==> src/rtl/wb_obi_pkg.sv <==
// Shared types and constants for the Wishbone-to-OBI responder bridge.
package wb_obi_pkg;

  typedef enum logic [1:0] {
    IDLE = 2'd0,
    REQ  = 2'd1,
    RESP = 2'd2,
    ACK  = 2'd3
  } state_e;

  localparam logic [31:0] TIMEOUT_RDATA    = 32'hDEAD_BEEF;
  localparam logic [31:0] OBI_BASE_DEFAULT = 32'h0010_0000;

endpackage

==> src/rtl/wb_obi_timeout.sv <==
// Transaction watchdog: runs from start_i until clear_i, flags the last cycle.
module wb_obi_timeout #(
  parameter int CYCLES = 256
) (
  input  logic clk_i,
  input  logic rst_i,
  input  logic start_i,
  input  logic clear_i,
  output logic expire_o
);

  localparam int CW = (CYCLES > 2) ? $clog2(CYCLES) : 1;
  localparam logic [CW-1:0] LAST = CW'(CYCLES - 1);

  logic [CW-1:0] cnt_q, cnt_d;
  logic          run_q, run_d;

  always_comb begin
    cnt_d = cnt_q;
    run_d = run_q;
    if (start_i) begin
      cnt_d = '0;
      run_d = 1'b1;
    end else if (clear_i) begin
      cnt_d = '0;
      run_d = 1'b0;
    end else if (run_q && cnt_q != LAST) begin
      cnt_d = cnt_q + 1'b1;
    end
  end

  always_ff @(posedge clk_i or posedge rst_i) begin
    if (rst_i) begin
      cnt_q <= '0;
      run_q <= 1'b0;
    end else begin
      cnt_q <= cnt_d;
      run_q <= run_d;
    end
  end

  assign expire_o = run_q && (cnt_q == LAST);

endmodule

==> src/rtl/wb_obi_bridge.sv <==
// Wishbone-classic responder issuing one OBI initiator transfer per WB cycle.
// Optional watchdog with error termination: define WB_OBI_TIMEOUT_EN.
module wb_obi_bridge
  import wb_obi_pkg::*;
#(
  parameter int                ADDR_W         = 32,
  parameter int                DATA_W         = 32,
  parameter int                WIN_W          = 16,
  parameter logic [ADDR_W-1:0] OBI_BASE       = ADDR_W'(OBI_BASE_DEFAULT),
  parameter int                TIMEOUT_CYCLES = 256
) (
  input  logic                clk_i,
  input  logic                rst_i,
  input  logic                wb_cyc_i,
  input  logic                wb_stb_i,
  input  logic                wb_wr_en_i,
  input  logic [ADDR_W-1:0]   wb_addr_i,
  input  logic [DATA_W-1:0]   wb_wdata_i,
  input  logic [DATA_W/8-1:0] wb_byte_en_i,
  output logic [DATA_W-1:0]   wb_rdata_o,
  output logic                wb_ack_o,
  output logic                wb_err_o,
  output logic                obi_req_o,
  input  logic                obi_gnt_i,
  output logic [ADDR_W-1:0]   obi_addr_o,
  output logic                obi_wr_en_o,
  output logic [DATA_W/8-1:0] obi_byte_en_o,
  output logic [DATA_W-1:0]   obi_wdata_o,
  input  logic                obi_rvalid_i,
  input  logic [DATA_W-1:0]   obi_rdata_i
);

  localparam int BE_W = DATA_W / 8;

  state_e              state_q, state_d;
  logic [ADDR_W-1:0]   addr_q, addr_d;
  logic                we_q, we_d;
  logic [BE_W-1:0]     be_q, be_d;
  logic [DATA_W-1:0]   wdata_q, wdata_d;
  logic [DATA_W-1:0]   rdata_q, rdata_d;
  logic                abort_q, abort_d;
  logic                err_q, err_d;
  logic                expire;
  logic                tmr_start;
  logic                tmr_clear;
  logic                unused_addr;

  assign unused_addr = ^wb_addr_i[ADDR_W-1:WIN_W];

`ifdef WB_OBI_TIMEOUT_EN
  wb_obi_timeout #(
    .CYCLES (TIMEOUT_CYCLES)
  ) u_timeout (
    .clk_i    (clk_i),
    .rst_i    (rst_i),
    .start_i  (tmr_start),
    .clear_i  (tmr_clear),
    .expire_o (expire)
  );
`else
  localparam int unused_timeout = TIMEOUT_CYCLES;
  logic unused_tmr;
  assign unused_tmr = tmr_start ^ tmr_clear;
  assign expire     = 1'b0;
`endif

  always_comb begin
    state_d   = state_q;
    addr_d    = addr_q;
    we_d      = we_q;
    be_d      = be_q;
    wdata_d   = wdata_q;
    rdata_d   = rdata_q;
    abort_d   = abort_q;
    err_d     = 1'b0;
    tmr_start = 1'b0;
    tmr_clear = 1'b0;
    unique case (state_q)
      IDLE: begin
        // err_q marks the error-termination cycle; hold off a new request
        if (wb_cyc_i && wb_stb_i && !err_q) begin
          addr_d    = {OBI_BASE[ADDR_W-1:WIN_W], wb_addr_i[WIN_W-1:0]};
          we_d      = wb_wr_en_i;
          be_d      = wb_byte_en_i;
          wdata_d   = wb_wdata_i;
          abort_d   = 1'b0;
          tmr_start = 1'b1;
          state_d   = REQ;
        end
      end
      REQ: begin
        if (!wb_cyc_i) abort_d = 1'b1;
        if (expire) begin
          err_d     = 1'b1;
          rdata_d   = DATA_W'(TIMEOUT_RDATA);
          tmr_clear = 1'b1;
          state_d   = IDLE;
        end else if (obi_gnt_i) begin
          state_d = RESP;
        end
      end
      RESP: begin
        if (!wb_cyc_i) abort_d = 1'b1;
        if (expire) begin
          err_d     = 1'b1;
          rdata_d   = DATA_W'(TIMEOUT_RDATA);
          tmr_clear = 1'b1;
          state_d   = IDLE;
        end else if (obi_rvalid_i) begin
          if (!we_q) rdata_d = obi_rdata_i;
          state_d = ACK;
        end
      end
      ACK: begin
        tmr_clear = 1'b1;
        state_d   = IDLE;
      end
      default: state_d = IDLE;
    endcase
  end

  always_ff @(posedge clk_i or posedge rst_i) begin
    if (rst_i) begin
      state_q <= IDLE;
      addr_q  <= '0;
      we_q    <= 1'b0;
      be_q    <= '0;
      wdata_q <= '0;
      rdata_q <= '0;
      abort_q <= 1'b0;
      err_q   <= 1'b0;
    end else begin
      state_q <= state_d;
      addr_q  <= addr_d;
      we_q    <= we_d;
      be_q    <= be_d;
      wdata_q <= wdata_d;
      rdata_q <= rdata_d;
      abort_q <= abort_d;
      err_q   <= err_d;
    end
  end

  assign obi_req_o     = (state_q == REQ);
  assign obi_addr_o    = addr_q;
  assign obi_wr_en_o   = we_q;
  assign obi_byte_en_o = be_q;
  assign obi_wdata_o   = wdata_q;
  assign wb_rdata_o    = rdata_q;
  assign wb_ack_o      = (state_q == ACK) && !abort_q;
  assign wb_err_o      = err_q;

endmodule
==> config.mk <==
export PLATFORM = sky130hd
export DESIGN_NAME = wb_obi_bridge
export DESIGN_NICKNAME = d
export VERILOG_FILES = /design/src/rtl/wb_obi_pkg.sv /design/src/rtl/wb_obi_timeout.sv /design/src/rtl/wb_obi_bridge.sv
export SDC_FILE = /design/constraint.sdc
export NUM_CORES = 1
export LEC_CHECK = 0
export BUFFER_PORTS_ARGS = -buffer_cell sky130_fd_sc_hd__buf_2
export CORE_MARGIN = 2
export CORE_UTILIZATION = 47
export CTS_CLUSTER_SIZE = 24
export DETAILED_ROUTE_END_ITERATION = 12
export GPL_ROUTABILITY_DRIVEN = 1
export GPL_TIMING_DRIVEN = 1
export PLACE_DENSITY = 0.94
export SLEW_MARGIN = 5
export SYNTH_ARGS = -nofsm -noshare
export SYNTH_HDL_FRONTEND = slang
export SYNTH_HIERARCHICAL = 1
export SYNTH_SLANG_ARGS = --single-unit
==> constraint.sdc <==
create_clock -name clk_i -period 7.7 [get_ports clk_i]
set_input_delay 0.385 -clock clk_i [delete_from_list [all_inputs] [get_ports clk_i]]
set_output_delay 0.385 -clock clk_i [all_outputs]
set_load 0.01 [all_outputs]
==> results.sh <==
export IMPL_status="finished, final reports clean"
export IMPL_num_rows=31
export IMPL_end_kind="register"
export IMPL_insertion_delay_ns=0.33
export IMPL_cp_max_fo=54
export IMPL_timing_hold_ws_ns=0.276
export IMPL_pwr_share_clk_pct=17.1
export IMPL_power_total_uw=1890
export IMPL_peakVddDrop_v=0.000210
export IMPL_grt_pass1_wl_um=11900
export IMPL_dpl_hpwl_um=5490
export IMPL_timing_final_crit_share_pct=26.7
export IMPL_nNetsFinal=513
export IMPL_syn_inst=220
export IMPL_seqPwrFrac_pct=43.2
export IMPL_final_setup_viol_count=0
export IMPL_clock_sinks=89
export IMPL_drtIter0Drc=23
export IMPL_cellLeakagePower_uw=0.00242
export IMPL_numCtsBuffers=9
export IMPL_synth_commonest_cells="89 x dfrtp_1, 82 x mux2_2, 17 x buf_4"
export IMPL_first_pass_iters=4
export IMPL_rsz0062_at_grt="false"
export IMPL_synthTopCellsByArea="dfrtp_1 63%, mux2_2 26%, buf_4 3.6%"
export IMPL_viasPerCell=4.68
export IMPL_critical_path_class="register to register"
export IMPL_drc=0
export IMPL_fin_crit_ns=2.05
export IMPL_antenna_found_initial=0
export IMPL_gp_congestion=0.764
export IMPL_insertedDiodeCount=0
export IMPL_cts_tree="built"
export IMPL_ys_seq_area_share_pct=62.6
export IMPL_worst_pin_slew_ns=1.09
export IMPL_ant_nets=0
export IMPL_cts_max_path_buffers=2
export IMPL_path_cells="inv_1 -> ha_1 -> nand3_4 -> mux2_4"
export IMPL_slowest_delay_ns=0.59
export IMPL_io_buffer_count=178
export IMPL_cts_resized=0
export IMPL_synth_seq_cells=89
export IMPL_initial_core_util_pct=48.8
export IMPL_synth_enable_flop_cells=0
export IMPL_fmax_mhz=487
export IMPL_synthToLayoutAreaGrowth_pct=30.8
export IMPL_fp_dieH_um=91.0
export IMPL_crit_path_start_kind="register"
export IMPL_clkTransAtPathRegs_ns=0.08
export IMPL_cts_htree_levels=3
export IMPL_sw_frac_of_total_pct=31.9
export IMPL_slew_headroom_pct=27.5
export IMPL_drt_wl_total_um=7170
export IMPL_synth_ff_type="dfrtp_1"
export IMPL_synth_top_area_cell="dfrtp_1"
export IMPL_slowest_stage="nand3_4"
export IMPL_yosysMostFrequentCell="dfrtp_1"
export IMPL_cap_viol_max_count=0
export IMPL_wire_per_inst_um=14.2
export IMPL_ios=211
export IMPL_synth_top_area_share_pct=62.6
export IMPL_yosysUniqueCellTypes=20
export IMPL_fp_dieW_um=91.0
export IMPL_internal_power_uw=1290
export IMPL_synthArstFlopShare_pct=100
export IMPL_maxSlewViolCount=0
export IMPL_die_area_sq_um=8280
export IMPL_reg2reg_depth=4
export IMPL_grt_max_degree=90
export IMPL_drive_gt1_share_pct=69.6
export IMPL_finalHoldViolCount=0
export IMPL_grt_total_usage_pct=17.9
export IMPL_coreArea_sq_um=7290
export IMPL_cts_hold_buffers_added=0
export IMPL_worstPathArrival_ns=2.27
export IMPL_final_core_util_pct=63.8
export IMPL_switchingPower_uw=605
export IMPL_hp_class="input port to register"
export IMPL_synth_area_per_cell_sq_um=16.2
export IMPL_finalClockSkew_ns=0.00815
export IMPL_cts_setup_buffers=0
export IMPL_p_comb_share_pct=39.7
export IMPL_grt_pass1_vias=2524
export IMPL_power_density_nw_per_um2=407
export IMPL_tns_ns=0
export IMPL_syn_area_sq_um=3560
export IMPL_required_ns=7.91
export IMPL_via_count=2357
export IMPL_grt_ovfl_total=0
export IMPL_yosysWarnings=6
export IMPL_ctsRootBufferMaster="clkbuf_8"
export IMPL_hold_depth=2
-- kinds of logic after synthesis --
logic type / share of synthesized area, %
and+or+nand+nor: 1.37
buffers and inverters: 5.87
adders and majority gates: 1.41
AOI/OAI and AO/OA: 0.985
muxes: 27.6
DFF: 62.6
other: 0.105
-- per-layer routing --
layer | up-vias | track usage [%] | wire length, um | share of wire [%]
met4 | 0 | 5.68 | 81 | 1.1
li1 | 1086 | - | - | -
met5 | - | 0 | 0 | 0
met3 | 9 | 4.07 | 483 | 6.7
met1 | 1146 | 21.7 | 2900 | 40
met2 | 116 | 31.7 | 3700 | 52
-- sequential cells by signal, summed over array words and instances (netlist names) --
name and cells:
obi_byte_en_o 4, wb_rdata_o 32, obi_addr_o 17, obi_wdata_o 32, obi_wr_en_o 1, state_q 2
abort_q 1
-- area by class of cell --
type | instances | area [sq um]
Multi-Input combinational cell | 117 | 1180
Fill cell | 566 | 2640
Tap cell | 99 | 124
Clock buffer | 10 | 128
Inverter | 5 | 20.0
Sequential cell | 89 | 2230
Clock inverter | 4 | 70.1
Timing Repair Buffer | 180 | 906
-- worst max-delay path, delay by kind of cell (launching register included) --
kind	cells	cell delay, ns
buffers and inverters	1	0.09
DFF	1	0.42
and+or+nand+nor	1	0.59
adders and majority gates	1	0.27
muxes	1	0.53
-- worst paths after layout --
kind                       slack [ns]      startpoint              to
max                              5.65      state_q[0]  obi_wdata_o[5]
min reg2reg                      0.49  obi_addr_o[20]  obi_addr_o[20]
max reg2reg                      5.65      state_q[0]  obi_wdata_o[5]
min                              0.28   wb_wdata_i[0]  obi_wdata_o[0]
max in group asynchronous        6.62           rst_i   wb_rdata_o[8]
min in group asynchronous        0.39           rst_i  obi_addr_o[10]
-- power by group through the flow --
stage | clock [uW] | sequential [uW] | combinational [uW]
after floorplan | 0 | 933 | 341
after CTS | 335 | 820 | 765
after global placement | 0 | 809 | 735
after global routing | 352 | 853 | 810
after detailed placement | 0 | 828 | 764
final | 324 | 818 | 752
-- placed cells by master (no fill, tap or decap), types with 2 or more instances in the layout --
cell type / instances
buf_4: 2
bufinv_16: 2
clkbuf_8: 9
mux2_2: 82
mux2_4: 4
buf_2: 178
inv_1: 4
clkinv_2: 3
conb_1: 16
dfrtp_1: 89
a21oi_1: 2
ha_1: 4
-- per-stage QoR --
step	instance area, sq um	setup WS [ns]	std cells
after floorplan	3610	5.01	235
after global placement	4450	5.73	490
after detailed placement	4450	5.63	490
after CTS	4650	5.62	504
after global routing	4650	5.46	504
final	4650	5.65	504
No activity file was read; power rests on OpenSTA's default activity.
